[config.mk]
export PLATFORM = sky130hd
export DESIGN_NAME = timer_dev
export DESIGN_NICKNAME = d
export VERILOG_FILES = /design/src/rtl/timer_dev.sv
export SDC_FILE = /design/constraint.sdc
export NUM_CORES = 1
export LEC_CHECK = 0
export BUFFER_PORTS_ARGS = -buffer_cell sky130_fd_sc_hd__buf_2
export CELL_PAD_IN_SITES_DETAIL_PLACEMENT = 2
export CELL_PAD_IN_SITES_GLOBAL_PLACEMENT = 2
export CORE_ASPECT_RATIO = 1.4
export CORE_MARGIN = 2
export CORE_UTILIZATION = 30
export DETAILED_ROUTE_END_ITERATION = 7
export PLACE_DENSITY_LB_ADDON = 0.1
export SYNTH_ARGS = -nofsm -noshare
export SYNTH_HDL_FRONTEND = slang
export SYNTH_SLANG_ARGS = --single-unit
[constraint.sdc]
create_clock -name clk -period 2.6 [get_ports clk]
set_clock_uncertainty 0.05 [all_clocks]
set_input_delay 0.78 -clock clk [delete_from_list [all_inputs] [get_ports clk]]
set_output_delay 0.78 -clock clk [all_outputs]
set_load 0.1 [all_outputs]
[src/rtl/timer_dev.sv]
// rtl/timer_dev.sv - memory-mapped countdown timer with level/pulse interrupt
//
// Purpose: countdown timer on the CPU peripheral bus. The CPU programs a
// preset value and a control word. The timer counts down from the preset and
// raises an interrupt flag when the count expires. It either stops (one-shot)
// or reloads and keeps running (auto-reload).
//
// Ports:
//   clk    in   1   system clock, rising edge
//   reset  in   1   asynchronous active-low reset
//   addr   in   2   register word offset (0 CTRL, 1 PRESET, 2 COUNT, 3 unused)
//   we     in   1   write strobe, already qualified by the bridge
//   din    in  32   write data
//   dout   out 32   combinational read data for addr
//   irq    out  1   interrupt request (irq_flag gated by CTRL.IM)

module timer_dev #(
  parameter int CNT_W = 32
) (
  input  logic        clk,
  input  logic        reset,
  input  logic [1:0]  addr,
  input  logic        we,
  input  logic [31:0] din,
  output logic [31:0] dout,
  output logic        irq
);

  typedef enum logic [1:0] {
    S_IDLE = 2'd0,
    S_LOAD = 2'd1,
    S_CNT  = 2'd2,
    S_INT  = 2'd3
  } state_t;

  state_t state, state_nxt;

  logic             en;
  logic [1:0]       mode;
  logic             im;
  logic [CNT_W-1:0] preset;
  logic [CNT_W-1:0] count, count_nxt;
  logic             irq_flag, irq_flag_nxt;

  logic ctrl_wr, preset_wr;
  logic flag_set, flag_clr, en_clr;

  assign ctrl_wr   = we && (addr == 2'd0);
  assign preset_wr = we && (addr == 2'd1);

  // Only MODE==1 reloads; 2 and 3 fall back to one-shot behaviour.
  always_comb begin
    state_nxt = state;
    count_nxt = count;
    flag_set  = 1'b0;
    flag_clr  = 1'b0;
    en_clr    = 1'b0;
    case (state)
      S_IDLE: begin
        if (en) state_nxt = S_LOAD;
      end
      S_LOAD: begin
        count_nxt = preset;
        state_nxt = S_CNT;
      end
      S_CNT: begin
        if (!en) begin
          state_nxt = S_IDLE;
        end else if (count != '0) begin
          count_nxt = count - CNT_W'(1);
        end else begin
          state_nxt = S_INT;
          flag_set  = 1'b1;
        end
      end
      S_INT: begin
        if (mode == 2'd1) begin
          state_nxt = S_LOAD;
          flag_clr  = 1'b1;
        end else begin
          en_clr    = 1'b1;
          state_nxt = S_IDLE;
        end
      end
      default: state_nxt = S_IDLE;
    endcase
  end

  // A CTRL or PRESET write acknowledges the interrupt, but an expiry on the
  // same edge still wins so that an interrupt is never silently lost.
  always_comb begin
    irq_flag_nxt = irq_flag;
    if (flag_set)
      irq_flag_nxt = 1'b1;
    else if (flag_clr || ctrl_wr || preset_wr)
      irq_flag_nxt = 1'b0;
  end

  always_ff @(posedge clk or negedge reset) begin
    if (!reset) begin
      state    <= S_IDLE;
      en       <= 1'b0;
      mode     <= 2'd0;
      im       <= 1'b0;
      preset   <= '0;
      count    <= '0;
      irq_flag <= 1'b0;
    end else begin
      state    <= state_nxt;
      count    <= count_nxt;
      irq_flag <= irq_flag_nxt;
      // CPU write to CTRL takes priority over the one-shot auto-clear of EN.
      if (ctrl_wr) begin
        en   <= din[0];
        mode <= din[2:1];
        im   <= din[3];
      end else if (en_clr) begin
        en <= 1'b0;
      end
      if (preset_wr)
        preset <= din[CNT_W-1:0];
    end
  end

  always_comb begin
    dout = '0;
    case (addr)
      2'd0:    dout[3:0]       = {im, mode, en};
      2'd1:    dout[CNT_W-1:0] = preset;
      2'd2:    dout[CNT_W-1:0] = count;
      default: dout            = '0;
    endcase
  end

  assign irq = irq_flag & im;

endmodule

* After elaboration in Yosys (flattened, before gate mapping) *
Cells that the tools add are included.

cells by class
  add/sub/neg operators = 1
  equality and inequality tests = 10
  mux-type cells = 21
  bitwise logic cells = 1
  reduce and logical (&&, ||, !) cells = 12

operator list
  cell                   count
  $mux 32                2
  $pmux 32 s2            1
  $pmux 28 s2            1
  $reduce_bool 32->1     1
  $sub 32x1->32 const B  1
  $mux 1                 12
  $pmux 4 s3             1
  $pmux 2 s4             1
  $eq 2x1->1 const B     3
  $eq 2x2->1 const B     3
  $mux 2                 3
  $ne 2x2->1 const B     3
  $reduce_bool 2->1      3
  $logic_not 2->1        2
  $ne 3x3->1 const B     1
  $reduce_and 3->1       1
  $logic_and 1x1->1      2
  $logic_or 1x1->1       2
  $reduce_and 2->1       1
  $and 1x1->1            1

storage, ports and cells
  bits in registers = 71
  output and inout bits = 33
  word-level logic and storage cells = 52

* Depth between registers and ports, before layout *
  depth after elaboration = 7
  depth in mapped cells = 9
  gate-level depth less buffers = 7

* Worst setup path before layout *
Ideal clock, no wire load.

  path type = in2out
  from = in addr[1]
  to = out dout[18]
  data arrival time = 2.878 ns
  slack = -1.108 ns
  stages = 6
  path buffers = 2
  cell sequence = inv_1 -> ha_1 -> clkbuf_1 -> clkbuf_1 -> a22oi_1 -> nor2b_1

on the way
  word-level cells in the longest chain between the ends = 2
  elaborated cells between the ends (all ways) = 3

ends and longest elaborated chain
  what                                             line  RTL
  start, declared                                  22    input logic [1:0] addr,
  $eq 2x2->1 / $eq 2x1->1 (equally long branches)  127   case (addr)
  $pmux 28 s2 (*)                                  127
  end, declared                                    25    output logic [31:0] dout,

Mark *: on every way between the ends. The rest lies on a longest branch, timed or not.

* Worst setup path in the final report *
  from = in addr[0]
  to = out dout[6]

The elaborated chain is that of the path after synthesis.

==> impl_metrics.yaml <==
global_route:
  global_router_s_overall_resource_usage_pct: 21.3
  global_route.overflow_total: 0
  first_pass_grt_wire_length_mm: 25.9
  grt_pass1_vias: 4748
  largest_net_degree_at_the_start_of_global_routing: 55
  number_of_antenna_violations_at_the_first_check_in_global_routing: 0
layout:
  fillers: 1447
  num_antenna_cells: 0
  areaGrowthSynthToFinish_pct: 51.9
  drive_above_1_share_pct: 45.6
  design.final.nets: 592
  finish.cell_count_without_fillers: 740
yosys:
  synthDominantAreaCellType: "sky130_fd_sc_hd__dfrtp_1"
  netlist_instances: 449
  synth-edff-count: 0
  synthesis.nets: 491
  ys_warn_count: 0
  synthArstFlopShare_pct: 100
  netlist_top_cells_count: "sky130_fd_sc_hd__dfrtp_1 (71), sky130_fd_sc_hd__o21ai_0 (39), sky130_fd_sc_hd__mux2_2 (35)"
  seq_area_frac_synth_pct: 41.3
  mean_syn_cell_area_sq_um: 9.58
  ys_seq_elements: 71
  yosysUniqueCellTypes: 58
  synth_area_leaders: "sky130_fd_sc_hd__dfrtp_1 (41%), sky130_fd_sc_hd__mux2_2 (9.2%), sky130_fd_sc_hd__a22oi_1 (5.9%)"
  synth_top_flop_cell: "sky130_fd_sc_hd__dfrtp_1"
  synth.most_common_cell: "sky130_fd_sc_hd__dfrtp_1"
  yosys.area.top_type_share_pct: 41.3
  cell_area_after_synthesis_sq_um: 4300
critical_path:
  reg2reg_to: "count[8]$_DFFE_PN0P_"
  r2r_slack_ns: 0.24
  end_kind: "output pin"
  worstReg2RegStart: "count[0]$_DFFE_PN0P_"
  timing.setup.critical_path_class: "in -> out"
  crit_fanout: 7
  critPathCapture: "dout[6]"
  worst_setup_path_start_kind: "input port"
  critPathLaunch: "addr[0]"
  crit_arrival_ns: 1.86
  cp_data_required_time_ns: 1.77
  r2r_cells: 8
cts:
  max-clock-path-buffers: 2
  cts_tree: "yes"
  cts_root_buffer: "sky130_fd_sc_hd__clkbuf_16"
  htreeDepth: 3
  worst_setup_hold_path_clk_slew_ns: 0.06
  clk_sink_count: 71
  tritoncts.num_buffers: 9
  insertion_delay_ns: 0.34
detailed_routing:
  viasPerCell: 5.59
  drt_pass1_iterations: 5
  drtIter0Drc: 147
  routed-via-count: 4137
  drcViolationCount: 0
  drtAntennaViolNets: 0
  totalWireLength_mm: 16.3
  average_wire_per_cell_in_the_routed_design_microns: 22.1
timing:
  timing.final.crit_share_pct: 104
  setup_violations: 32
  hold_ws_ns: 0.334
  period_needed_ns: 2.69
  fmax_mhz: 371
  worst_slew_pin_slew_ns: 0.788
  max_slew_margin_pct: 47.5
  grt_setup_unrepaired: "yes"
  setup_ws_ns: -0.0934
  hold_viol_final: 0
  slew_violations: 0
die:
  placement_rows: 51
  die_width_microns: 105
  design.die.area_sq_um: 15300
  coreArea_sq_um: 14000
  top_level_ports: 70
  start_util_pct: 30.8
  die_height_microns: 146
placement:
  routabilityCongestion: 0.835
  placed_cells_incl_taps: 718
  detailed_placement_hpwl_mm: 11.5
  port_buffers: 69
power:
  p_leak_uw: 0.00269
  power.density_cell_area_nw_per_um2: 1010
  vdd_ir_drop_max_mv: 0.462
status:
  result_of_the_run: "complete, but fails checks"
  failed_checks: "negative setup slack"
min_path:
  timing.hold.worst.class: "in -> async"
flow_run:
  max_cap_violations: 0
-- area by class of cell --
type | instances | area [sq um] | area share (%)
Tap cell | 185 | 231 | 3.54
Clock inverter | 4 | 45.0 | 0.689
Timing Repair Buffer | 123 | 1410 | 21.6
Multi-Input combinational cell | 337 | 2770 | 42.4
Sequential cell | 71 | 1780 | 27.2
Clock buffer | 12 | 246 | 3.77
Inverter | 8 | 50.0 | 0.766
-- logic make-up (layout without fill, tap and decap cells) --
group / count (synthesis) / in the layout / synth area share, %
DFF: 71 / 71 / 41.3
and+or+nand+nor: 149 / 149 / 20.0
AOI/OAI and AO/OA: 148 / 148 / 23.9
buffers and inverters: 41 / 147 / 4.28
adders and majority gates: 5 / 5 / 1.45
muxes: 35 / 35 / 9.16
-- sequential cells by signal (all words and copies together), names as in the netlist --
register  flops
state         2
irq_flag      1
preset       32
count        32
mode          2
im            1
en            1
-- per-layer routing --
layer  vias up  GRT usage [%]  wire length [microns]
met5         -              0                      0
met4         0           8.33                    442
met3        27           2.02                    302
met2        69           39.5                   9000
met1      2150           24.9                   6590
li1       1891              -                      -
-- worst max-delay path, stage by stage --
cell	delay (ns)
sky130_fd_sc_hd__buf_12	0.10
sky130_fd_sc_hd__inv_8	0.04
sky130_fd_sc_hd__ha_4	0.18
sky130_fd_sc_hd__buf_6	0.13
sky130_fd_sc_hd__clkbuf_16	0.16
sky130_fd_sc_hd__a22oi_2	0.24
sky130_fd_sc_hd__nor2b_4	0.07
sky130_fd_sc_hd__buf_12	0.16
-- cells in the final DEF (no fill, tap or decap), types with 8 or more instances in the layout --
| cell type | instances |
|---|---|
| sky130_fd_sc_hd__nor2_1 | 27 |
| sky130_fd_sc_hd__nor3_1 | 8 |
| sky130_fd_sc_hd__buf_4 | 39 |
| sky130_fd_sc_hd__buf_2 | 35 |
| sky130_fd_sc_hd__o21ai_0 | 39 |
| sky130_fd_sc_hd__buf_12 | 43 |
| sky130_fd_sc_hd__nand3_1 | 8 |
| sky130_fd_sc_hd__dfrtp_1 | 71 |
| sky130_fd_sc_hd__mux2_2 | 35 |
| sky130_fd_sc_hd__nand2_1 | 30 |
| sky130_fd_sc_hd__a21oi_1 | 12 |
| sky130_fd_sc_hd__a22oi_2 | 28 |
| sky130_fd_sc_hd__clkbuf_16 | 10 |
| sky130_fd_sc_hd__nor2b_4 | 28 |
| sky130_fd_sc_hd__a31oi_1 | 11 |
-- how the worst min path moves through the flow --
stage	slack (ns)	to
finish	0.33	preset[28]$_DFFE_PN0P_
global route	0.38	preset[24]$_DFFE_PN0P_
CTS	0.34	preset[28]$_DFFE_PN0P_
detailed placement	0.47	preset[6]$_DFFE_PN0P_
global placement	0.47	preset[8]$_DFFE_PN0P_
floorplan	0.43	count[0]$_DFFE_PN0P_
-- power breakdown --
group | internal, uW | total [uW] | switching [uW]
clock | 766 | 1270 | 503
sequential | 1490 | 2000 | 511
combinational | 1370 | 3320 | 1950
total | 3620 | 6590 | 2970
-- per-stage QoR --
stage | TNS (ns) | area [sq um] | utilization, % | power [uW] | worst slack [ns]
CTS | -1.69 | 6310 | 45.2 | 6520 | -0.179
finish | -2.27 | 6530 | 46.8 | 6590 | -0.0934
floorplan | -2.56 | 4670 | - | 3920 | -0.0907
global placement | -4.33 | 5960 | 42.6 | 5050 | -0.240
detailed placement | -5.68 | 5960 | 42.6 | 5190 | -0.304
global route | -3.58 | 6530 | 46.8 | 6960 | -0.158
-- repair_timing --
action	4_1_cts	5_1_grt
endpoints found under the setup margin	32	47
buffers inserted	1	5
gates resized for setup	20	36
cloned	0	1
pin swaps	9	9
hold buffers	0	0
(Power assumes the default switching activity.)
